`src/rtl/axis_cabs_deserial.sv`:
```
// ---------------------------------------------------------------------------
// axis_cabs_deserial
// Splits one wide AXI-Stream beat carrying NUM_CHANNELS complex samples plus
// their NUM_CHANNELS magnitudes into NUM_CHANNELS narrow beats, channel 0 first.
//
// Ports
//   clk, rst            : rising-edge clock, asynchronous active-high reset
//   s_axis_tvalid/tready: wide-beat handshake
//   s_axis_tdata        : packed samples, channel n at [n*CHANNEL_WIDTH +: CHANNEL_WIDTH]
//   s_axis_tdata_abs    : packed magnitudes, same packing
//   m_axis_tvalid/tready: narrow-beat handshake
//   m_axis_tdata        : sample of the current channel
//   m_axis_tdata_abs    : magnitude of the current channel
//   m_axis_tuser        : channel index 0..NUM_CHANNELS-1
//   m_axis_tlast        : high on the final channel of a wide beat
// ---------------------------------------------------------------------------
module axis_cabs_deserial #(
  parameter int  NUM_CHANNELS  = 4,
  parameter int  CHANNEL_WIDTH = 64,
  localparam int COUNT_WIDTH   = (NUM_CHANNELS > 2) ? $clog2(NUM_CHANNELS) : 1,
  localparam int DATA_WIDTH    = CHANNEL_WIDTH * NUM_CHANNELS
) (
  input  logic                     clk,
  input  logic                     rst,
  input  logic                     s_axis_tvalid,
  output logic                     s_axis_tready,
  input  logic [DATA_WIDTH-1:0]    s_axis_tdata,
  input  logic [DATA_WIDTH-1:0]    s_axis_tdata_abs,
  output logic                     m_axis_tvalid,
  input  logic                     m_axis_tready,
  output logic [CHANNEL_WIDTH-1:0] m_axis_tdata,
  output logic [CHANNEL_WIDTH-1:0] m_axis_tdata_abs,
  output logic [COUNT_WIDTH-1:0]   m_axis_tuser,
  output logic                     m_axis_tlast
);

  localparam logic [COUNT_WIDTH-1:0] LAST_IDX = COUNT_WIDTH'(NUM_CHANNELS - 1);
  localparam logic [COUNT_WIDTH-1:0] IDX_ONE  = COUNT_WIDTH'(1);

  logic [DATA_WIDTH-1:0]  data_buf_q, data_buf_d;
  logic [DATA_WIDTH-1:0]  abs_buf_q,  abs_buf_d;
  logic                   full_q,     full_d;
  logic [COUNT_WIDTH-1:0] idx_q,      idx_d;

  logic last_s;
  logic m_frame_s;
  logic s_frame_s;

  logic [CHANNEL_WIDTH-1:0] data_ch_s [NUM_CHANNELS];
  logic [CHANNEL_WIDTH-1:0] abs_ch_s  [NUM_CHANNELS];

  assign last_s    = (idx_q == LAST_IDX);
  // m_axis_tvalid is full_q, so the narrow handshake needs no output feedback.
  assign m_frame_s = full_q & m_axis_tready;
  // Accepting while the last channel leaves keeps the output stream gapless.
  assign s_axis_tready = ~full_q | (m_frame_s & last_s);
  assign s_frame_s     = s_axis_tvalid & s_axis_tready;

  // Next-state: a load takes priority over retiring the last channel.
  always_comb begin
    data_buf_d = data_buf_q;
    abs_buf_d  = abs_buf_q;
    full_d     = full_q;
    idx_d      = idx_q;
    if (s_frame_s) begin
      data_buf_d = s_axis_tdata;
      abs_buf_d  = s_axis_tdata_abs;
      full_d     = 1'b1;
      idx_d      = {COUNT_WIDTH{1'b0}};
    end else if (m_frame_s && last_s) begin
      full_d = 1'b0;
      idx_d  = {COUNT_WIDTH{1'b0}};
    end else if (m_frame_s) begin
      idx_d = idx_q + IDX_ONE;
    end else begin
      idx_d = idx_q;
    end
  end

  // State registers with asynchronous clear.
  always_ff @(posedge clk or posedge rst) begin
    if (rst) begin
      data_buf_q <= {DATA_WIDTH{1'b0}};
      abs_buf_q  <= {DATA_WIDTH{1'b0}};
      full_q     <= 1'b0;
      idx_q      <= {COUNT_WIDTH{1'b0}};
    end else begin
      data_buf_q <= data_buf_d;
      abs_buf_q  <= abs_buf_d;
      full_q     <= full_d;
      idx_q      <= idx_d;
    end
  end

  for (genvar g = 0; g < NUM_CHANNELS; g++) begin : g_slice
    assign data_ch_s[g] = data_buf_q[g*CHANNEL_WIDTH +: CHANNEL_WIDTH];
    assign abs_ch_s[g]  = abs_buf_q[g*CHANNEL_WIDTH +: CHANNEL_WIDTH];
  end

  // Outputs are muxes of registers only; nothing from s_* reaches m_* directly.
  assign m_axis_tvalid    = full_q;
  assign m_axis_tdata     = data_ch_s[idx_q];
  assign m_axis_tdata_abs = abs_ch_s[idx_q];
  assign m_axis_tuser     = idx_q;
  assign m_axis_tlast     = full_q & last_s;

endmodule

```
`config.mk`:
```
export PLATFORM = sky130hd
export DESIGN_NAME = axis_cabs_deserial
export DESIGN_NICKNAME = d
export VERILOG_FILES = /design/src/rtl/axis_cabs_deserial.sv
export SDC_FILE = /design/constraint.sdc
export NUM_CORES = 1
export LEC_CHECK = 0
export CORE_AREA = 3 3 251 253
export CTS_CLUSTER_DIAMETER = 200
export CTS_CLUSTER_SIZE = 40
export DETAILED_ROUTE_END_ITERATION = 16
export DIE_AREA = 0 0 254 256
export GPL_ROUTABILITY_DRIVEN = 0
export HOLD_SLACK_MARGIN = 0.1
export PLACE_DENSITY = 0.69
export SKIP_CTS_REPAIR_TIMING = 1
export SLEW_MARGIN = 10
export SYNTH_ARGS = -nofsm -noshare
export SYNTH_HDL_FRONTEND = slang
export SYNTH_SLANG_ARGS = --single-unit
```
`constraint.sdc`:
```
create_clock -name clk -period 20.3 [get_ports clk]
set_input_delay 4.06 -clock clk [delete_from_list [all_inputs] [get_ports clk]]
set_output_delay 4.06 -clock clk [all_outputs]
set_load 0.01 [all_outputs]
```
# Word-level counts from Yosys, hierarchy flattened
# Index checks and enable logic that the tools add are counted.
[classes]
addsub = 1
n_lt_le_gt_ge = 1
eq_ne = 1
mux = 11
bitwise = 7
n_reduce_logical = 3
[ops]
columns = ["operator", "count"]
rows = [
  ["64-bit binary-select mux with 2-bit select", 2],
  ["64-bit two-way mux", 4],
  ["2-bit two-way mux", 3],
  ["1-bit AND", 4],
  ["3-bit greater-or-equal comparator (second input constant)", 1],
  ["2-bit NOT with 3-bit output", 1],
  ["3-bit nonzero test", 1],
  ["2-bit by 1-bit adder with 2-bit output (second input constant)", 1],
  ["2-bit == test (second input constant)", 1],
  ["1-bit two-way mux", 2],
  ["2-bit nonzero test", 1],
  ["1-bit logical AND", 1],
  ["1-bit NOT", 1],
  ["1-bit OR", 1],
]
[totals]
register_bits = 515
out_inout_bits = 133
word_cells = 28

# Logic depth before layout (Yosys ltp)
# Gate-level depths: netlist of the first run.
[logic_depth]
ltp_word = 5
depth_mapped = 6

# Worst setup path before layout of the first run
# No wires, ideal clock.
[synth_path]
path_type = "in2out"
startpoint = "in m_axis_tready"
endpoint = "out s_axis_tready"
arrival_time_ns = 4.799
t_required_ns = 16.240
path_slack_ns = 11.441
cell_stages = 5
path_cell_list = "a21boi_0 -> buf_2 -> buf_2 -> buf_2 -> inv_1"
[synth_between]
elab_chain_cells = 3
[synth_rtl]
columns = ["item", "line", "text"]
rows = [
  ["start: declaration", "30", "input logic m_axis_tready,"],
  ["1-bit AND", "54", "assign m_frame_s = full_q & m_axis_tready;"],
  ["1-bit AND", "56", "assign s_axis_tready = ~full_q | (m_frame_s & last_s);"],
  ["1-bit OR", "56", ""],
  ["end: declaration", "26", "output logic s_axis_tready,"],
]
# Every way passes these cells.

# Final worst setup path of the first run
# Ends and elaborated chain as after synthesis.

==> reports/results.tsv, run 1 <==
metric	value	unit
Max Cap Viol	0	
gr usage total	24.7	%
H-tree levels	1	
count of final setup violators	0	
PD cells	143	mW/mm^2
Final ANT Viol Nets	0	
top post-synthesis cells by count	515 x dfrtp_1, 514 x inv_1, 514 x nand2_1	
Crit path required time	16.24	ns
Die ar.	0.0650	sq mm
area of the multi-input gates	0.00941	sq mm
Sink Count	515	
Yosys reg bits	515	
fin crit period	10.90	ns
Layout Cells excl Fill	3698	
initial core utilization	41.5	%
final hold violations	0	
CTS max path bufs	3	
Final HPWL DP	55500	um
Area growth, synth to finish	27.7	%
hold depth	2	
most numerous cell in the Yosys netlist	dfrtp_1	
Worst setup EP type	output port	
CTS Buf Count	16	
clk_lat worst skew	0.57	ns
DR iter-0 viols	1834	
leading post-synthesis cells by cell area	dfrtp_1 51%, o32ai_1 18%, mux4_2 11%, inv_1 7.6%, nand2_1 7.6%	
fmax	91.8	MHz
layout cells sized above 1	6.11	%
RSZ-0062 raised after global routing	false	
crit share post-route	53.7	%
Syn. warnings	0	
CTS clk-pin slew, worst paths	0.14	ns
final clock skew	0.0129	ns
Nets	3398	
crit path max fanout	42	
top cell type's share of synthesized area	50.7	%
Hold/Removal Path Class	reg2reg	
Residual DRC	0	
VDD IR max	0.0000856	V
placed insts	3653	
crit path kind	in2out	
fill cell count	5505	
initial antenna violation count	37	
Distinct cells, synth	20	
largest net degree at the start of global routing	247	
status	finished clean	
post-place setup slack	9.47	ns
Slew HR	17.7	%
Top Ports	649	
1st-pass router iterations	5	
EDFF count, synth	0	
first-pass GRT wire length	127000	um
Leak Pwr	14.0	nW
Synth Net Count	2968	
Die H	256	um
Top FF cell, synth	dfrtp_1	
Seq/Total Area, Yosys	50.7	%
Yosys top cell by area	dfrtp_1	
routed length per placed instance	22.5	um
post-route setup slack	9.40	ns
core area	0.0613	sq mm
CTS tree	built	
I/O Buffers	648	
Synth Cell Area	0.0254	sq mm
routed vias/inst	5.68	
num rows	91	
Post-synth ARST share	100	%
vias in the first global route	21000	
Post-Route WL	83200	um
Die Wd	254	um
FF/Latch Area	0.0129	sq mm
Startpoint Class	input pin	
setup TNS	0	ns
Clock Root Buffer	clkbuf_16	
R2R cell count	5	
Worst EP arrival	6.84	ns
via count	21000	
worst slew pin tran	1.23	ns
cells after synthesis	2451	
Syn Area/Cell	10.4	sq um
Max Slew Vio Count	0	
total congestion overflow	0	
## layer usage
metal,vias up,GRT usage (%),part of all wire (%)
li1,9488,-,-
met1,10600,32.9,41
met2,721,40.1,48
met3,144,6.29,8.2
met4,30,6.88,2.7
met5,-,0,0.25
## state kept, by name (all words and copies together), names as in the netlist
register / cells
m_axis_tvalid: 1
data_buf_q: 256
abs_buf_q: 256
m_axis_tuser: 2
## critical path, stage by stage
cell and delay (ns):
clkdlybuf4s50_1 0.51, a21boi_4 1.00, buf_4 0.57, inv_1 0.13, clkdlybuf4s50_1 0.51
## worst paths after layout
| check | startpoint | to | slack (ns) |
|---|---|---|---|
| max | m_axis_tready | s_axis_tready | 9.40 |
| min | data_buf_q[216] | data_buf_q[216] | 0.55 |
| max reg2reg | m_axis_tvalid | data_buf_q[108] | 15.84 |
| min reg2reg | data_buf_q[216] | data_buf_q[216] | 0.55 |
| max in group asynchronous | rst | data_buf_q[41] | 12.90 |
| min in group asynchronous | rst | data_buf_q[66] | 4.11 |
## placed cells by master (no fill, tap or decap), drive strengths merged
cell,synthesis,routed
a21boi,1,1
a31o,1,1
a32o,1,1
and2,1,1
and3,2,2
buf,151,22
clkbuf,106,18
clkdlybuf4s50,0,647
clkinvlp,0,1
dfrtp,515,515
diode,0,26
ha,1,1
inv,514,514
mux4,128,128
nand2,514,514
nand2b,1,1
nor2b,1,1
nor4bb,1,1
o32ai,512,512
or2,1,1
## per-stage QoR
stage	hold WS [ns]	util [%]	total power, mW	cell area (sq um)
after global placement	0.527	52.2	4.12	32000
after floorplan	0.515	-	3.22	25400
after global routing	0.572	52.9	4.93	32400
after CTS	0.553	52.9	4.68	32400
after detailed placement	0.533	52.2	4.20	32000
final	0.552	53.0	4.64	32500
## kinds of logic after synthesis
group	share of synthesized area, %
buf+inv	12.4
fa+ha+maj	0.0492
flops	50.7
simple gates	7.78
mux	11.3
compound gates	17.7
## area by class of cell
class,count,area share (%)
timing repair buffer,669,20.7
inverter,514,5.97
multi-input combinational,1165,29.0
antenna,26,0.200
sequential,515,39.7
clock inverter,1,0.0231
clock buffer,18,1.32
tap,790,3.05
## where the power goes
part,total (mW),internal (mW),switching [mW]
clock network,0.468,0.154,0.314
registers,1.84,1.53,0.305
logic,2.34,1.31,1.02
Power figures use the tool's default switching activity.
==> run 2: changes to the inputs <==
Clock period 20.3 ns to 10.6 ns, I/O delays scaled along.
==> reports/results.tsv, run 2 (synthesis gave the netlist of run 1 again) <==
metric	value	unit	change
status	finished clean		
top layer in use	met5		
PD cells	273	mW/mm^2	+91%
crit path max fanout	59		+40%
core area	0.0613	sq mm	unchanged
final hold violations	0		unchanged
layout cells sized above 1	6.24	%	+0.13 points
Leak Pwr	14.0	nW	about the same
critical-path cell list	buf_4, buf_4, mux4_2, clkdlybuf4s50_1		
Nets	3402		+0.12%
gr usage total	24.7	%	about the same
Clock Root Buffer	clkbuf_16		
clk_lat worst skew	0.58	ns	about the same
RSZ-0062 raised after global routing	false		
routed length per placed instance	22.5	um	about the same
CTS max path bufs	3		unchanged
Top Ports	649		unchanged
via count	20900		-0.38%
I/O Buffers	648		unchanged
Fin Hold WS	0.550	ns	-0.00169 ns
crit path kind	reg2out		
met2 WL	40700	um	+1.9%
Max Slew Vio Count	0		unchanged
most common cell after layout, fill and taps aside	clkdlybuf4s50_1		
Final ANT Viol Nets	0		unchanged
DR iter-0 viols	2015		+9.9%
VDD IR max	0.000189	V	+120%
Layout Cells excl Fill	3706		+0.22%
initial core utilization	41.5	%	unchanged
FF/Latch Area	0.0129	sq mm	unchanged
Worst path max stage delay	0.88	ns	-0.12 ns
1st-pass router iterations	6		+1
most frequent CP cell	buf_4		
crit share post-route	58.6	%	
Crit path required time	8.48	ns	-7.76 ns
switching share of power	35.2	%	-0.19 points
Clock power frac	10.2	%	about the same
worst slew pin tran	1.43	ns	+0.202 ns
Residual DRC	0		unchanged
Sink Count	515		unchanged
Hold/Removal Path Class	reg2reg		
Die H	256	um	unchanged
total congestion overflow	0		unchanged
setup TNS	0	ns	unchanged
Comb power frac	50.2	%	about the same
largest net degree at the start of global routing	233		-5.7%
Max Cap Viol	0		unchanged
initial antenna violation count	38		+2.7%
Slowest-stage cell, CP	buf_4		
Die ar.	0.0650	sq mm	unchanged
highest-count cells in the layout ignoring fill and taps	647 x clkdlybuf4s50_1, 514 x nand2_1, 513 x inv_1, 513 x dfrtp_1, 512 x o32ai_1		
Worst EP arrival	4.10	ns	-2.74 ns
CTS clk-pin slew, worst paths	0.15	ns	about the same
H-tree levels	1		unchanged
first-pass GRT wire length	126000	um	-0.11%
area of the multi-input gates	0.00941	sq mm	unchanged
Slew HR	4.38	%	-13 points
final clock skew	0.0241	ns	+0.0112 ns
buffers and inverters on the worst path	3		-1
CTS Buf Count	16		unchanged
placed insts	3657		+0.11%
Final HPWL DP	55700	um	+0.24%
Metal-1 WL	34000	um	about the same
fin crit period	6.22	ns	
Sequential Power Share	39.6	%	about the same
Area growth, synth to finish	27.9	%	
vias in the first global route	21000		-0.0048%
Cell Int Power	5.74	mW	+92%
fill cell count	5385		-2.2%
Worst setup EP type	output port		
fmax	161	MHz	
count of final setup violators	0		unchanged
routed vias/inst	5.65		-0.59%
num rows	91		unchanged
Post-Route WL	83400	um	+0.24%
met3 wire len	6300	um	-8.1%
CTS tree	built		
delay-heaviest family, CP	buffers and inverters		
Die Wd	254	um	unchanged
sw power	3.12	mW	+90%
Util after Layout	53.0	%	+0.065 points
Startpoint Class	register		
[run 2: cell types whose count changed in the layout (fill, tap and decap cells not counted)]
cell	change
buf_4	+3
buf_6	+1
clkinvlp_4	+1
diode_2	+4
inv_8	-1
[run 2: worst register-to-register path: cells and delay by family (launching register included)]
family,cells,cell delay [ns]
fa+ha+maj,1,0.44
buf+inv,4,2.80
flops,1,0.66
compound gates,2,0.54
[run 2: power groups by stage]
stage | registers, mW | clock network, mW | logic (mW)
finish | 3.51 | 0.905 | 4.45
global route | 3.61 | 0.991 | 4.79
CTS | 3.50 | 0.934 | 4.48
detailed placement | 3.56 | 0 | 4.46
global placement | 3.48 | 0 | 4.37
floorplan | 3.31 | 0 | 2.85
[run 2: final cells by class]
type,count,share of cell area [%]
flip-flops and latches,515,39.7
multi-input cells,1165,28.9
repair buffers,673,20.8
inverters,514,5.95
well taps,790,3.04
clock buffers,18,1.32
diodes,30,0.231
clock inverters,1,0.0231
[run 2: through the flow]
| stage | worst slack [ns] | instance area (sq um) | power, mW |
|---|---|---|---|
| finish | 4.38 | 32500 | 8.86 |
| global route | 4.27 | 32500 | 9.40 |
| CTS | 4.40 | 32400 | 8.92 |
| detailed placement | 4.82 | 32000 | 8.02 |
| global placement | 4.82 | 32000 | 7.85 |
| floorplan | 1.49 | 25400 | 6.16 |
[run 2: worst paths after layout]
check | start | endpoint | slack, ns | cells past startpoint
max | m_axis_tuser[1] | m_axis_tdata[60] | 4.38 | 4
min | data_buf_q[44] | data_buf_q[44] | 0.55 | 2
max reg2reg | m_axis_tuser[1] | abs_buf_q[20] | 5.97 | 7
min reg2reg | data_buf_q[44] | data_buf_q[44] | 0.55 | 2
max in group asynchronous | rst | abs_buf_q[20] | 6.78 | 4
min in group asynchronous | rst | data_buf_q[131] | 1.78 | 2
[run 2: routing by layer]
layer,up-vias,track usage [%]
met5,-,0
met3,129,5.74
met2,733,40.4
met1,10600,32.6
met4,22,7.96
li1,9497,-
==> run 3: changes to the inputs <==
Clock period 10.6 ns to 6.2 ns, I/O delays scaled along.
==> reports/results.tsv, run 3 (synthesis gave the netlist of run 1 again) <==
metric	value	unit	change
Startpoint Class	register		
Crit path required time	4.96	ns	-3.52 ns
Max Cap Viol	0		unchanged
Hold/Removal Path Class	reg2reg		
CTS Buf Count	16		unchanged
Final HPWL DP	56600	um	+1.6%
Leak Pwr	14.0	nW	+0.45%
total congestion overflow	0		unchanged
final clock skew	0.0195	ns	-0.00466 ns
H-tree levels	1		unchanged
VDD IR max	0.000267	V	+41%
Sink Count	515		unchanged
Design Area, Final	0.0326	sq mm	+0.40%
placed cell area	0.0321	sq mm	+0.50%
Worst EP arrival	3.28	ns	-0.82 ns
min-delay src	data_buf_q[190]		
fmax	221	MHz	
layout cells sized above 1	6.33	%	+0.097 points
count of final setup violators	0		unchanged
critical-path cell list	buf_12, mux4_2, clkdlybuf4s50_1		
I/O Buffers	648		unchanged
Slew HR	9.75	%	+5.4 points
Die ar.	0.0650	sq mm	unchanged
initial core utilization	41.5	%	unchanged
final hold violations	0		unchanged
CTS clk-pin slew, worst paths	0.16	ns	about the same
Nets	3405		+0.088%
crit share post-route	72.9	%	
critical path launch point	m_axis_tuser[0]		
CTS max path bufs	3		unchanged
vias in the first global route	21100		+0.70%
initial antenna violation count	31		-18%
Top Ports	649		unchanged
Worst setup EP type	output port		
status	finished clean		
via count	21000		+0.30%
crit path max fanout	47		-20%
Die H	256	um	unchanged
1st-pass router iterations	5		-1
Worst path max stage delay	1.01	ns	+0.13 ns
crit path kind	reg2out		
buffers and inverters on the worst path	2		-1
routed length per placed instance	22.7	um	+0.72%
Clock Root Buffer	clkbuf_16		
core area	0.0613	sq mm	unchanged
largest net degree at the start of global routing	228		-2.1%
Final ANT Viol Nets	0		unchanged
CTS tree	built		
first-pass GRT wire length	127000	um	+0.53%
Residual DRC	0		unchanged
highest-count cells in the layout ignoring fill and taps	647 x clkdlybuf4s50_1, 514 x nand2_1, 513 x inv_1, 513 x dfrtp_1, 512 x o32ai_1		
r2r startpoint	m_axis_tuser[0]		
Util after Layout	53.3	%	+0.21 points
Max Slew Vio Count	0		unchanged
Area growth, synth to finish	28.4	%	
RSZ-0062 raised after global routing	false		
Slowest-stage cell, CP	dfrtp_4		
gr usage total	24.8	%	+0.084 points
DR iter-0 viols	1801		-11%
fin crit period	4.52	ns	
PD cells	466	mW/mm^2	+71%
most common cell after layout, fill and taps aside	clkdlybuf4s50_1		
delay-heaviest family, CP	flip-flops		
clk_lat worst skew	0.57	ns	about the same
routed vias/inst	5.68		+0.49%
worst slew pin tran	1.35	ns	-0.0805 ns
Post-Route WL	83900	um	+0.52%
num rows	91		unchanged
Die Wd	254	um	unchanged
run 3: changes by cell type in the layout (fill, tap and decap cells not counted):
cell	delta
buf_12	+11
diode_2	-10
buf_4	-7
buf_6	-1
run 3: through the flow:
| step | power [mW] | hold WS, ns | setup TNS (ns) | worst slack (ns) | instances |
|---|---|---|---|---|---|
| 2_1_floorplan | 10.5 | 0.515 | -1047.66 | -2.03 | 2451 |
| 3_3_place_gp | 13.5 | 0.528 | 0 | 2.10 | 3660 |
| 3_5_place_dp | 13.8 | 0.532 | 0 | 1.97 | 3660 |
| 4_1_cts | 15.3 | 0.552 | 0 | 1.60 | 3679 |
| 5_1_grt | 16.1 | 0.565 | 0 | 1.47 | 3692 |
| 6_report | 15.2 | 0.552 | 0 | 1.68 | 3699 |
run 3: path summary, 6_finish.rpt:
| check | cells past startpoint | endpoint | slack (ns) |
|---|---|---|---|
| min in group asynchronous | 2 | data_buf_q[129] | 1.10 |
| worst min register to register | 2 | data_buf_q[190] | 0.55 |
| worst min-delay path | 2 | data_buf_q[190] | 0.55 |
| max in group asynchronous | 3 | abs_buf_q[238] | 3.79 |
| worst max register to register | 5 | data_buf_q[106] | 2.42 |
| worst max-delay path | 3 | m_axis_tdata[33] | 1.68 |
run 3: power breakdown:
part           total (mW)  leakage, nW  switching (mW)  internal, mW
sequential           6.05         6.28            1.04          5.01
combinational        7.62         7.54            3.29          4.33
clock                1.55        0.211            1.05         0.505
run 3: worst min-delay path, delay by kind of cell, from the launching register on:
family                 cells  cell delay (ns)
AO/OA/AOI/OAI              1             0.08
buffers and inverters      1             0.05
flip-flops                 1             0.40
run 3: area by class of cell:
class	count	area (sq um)
clock inverters	1	7.51
multi-input cells	1165	9410
inverters	514	1930
fillers	5445	28600
repair buffers	676	6910
flip-flops and latches	515	12900
diodes	20	50.0
clock buffers	18	429
well taps	790	988
run 3: metal layers:
layer  global-route usage, %  vias up  wire length (um)
li1                        -     9504                 -
met1                    32.7    10700             34300
met2                    41.8      691             41900
met3                    5.37      112              5920
met4                    5.80       28              1600
met5                       0        -               200
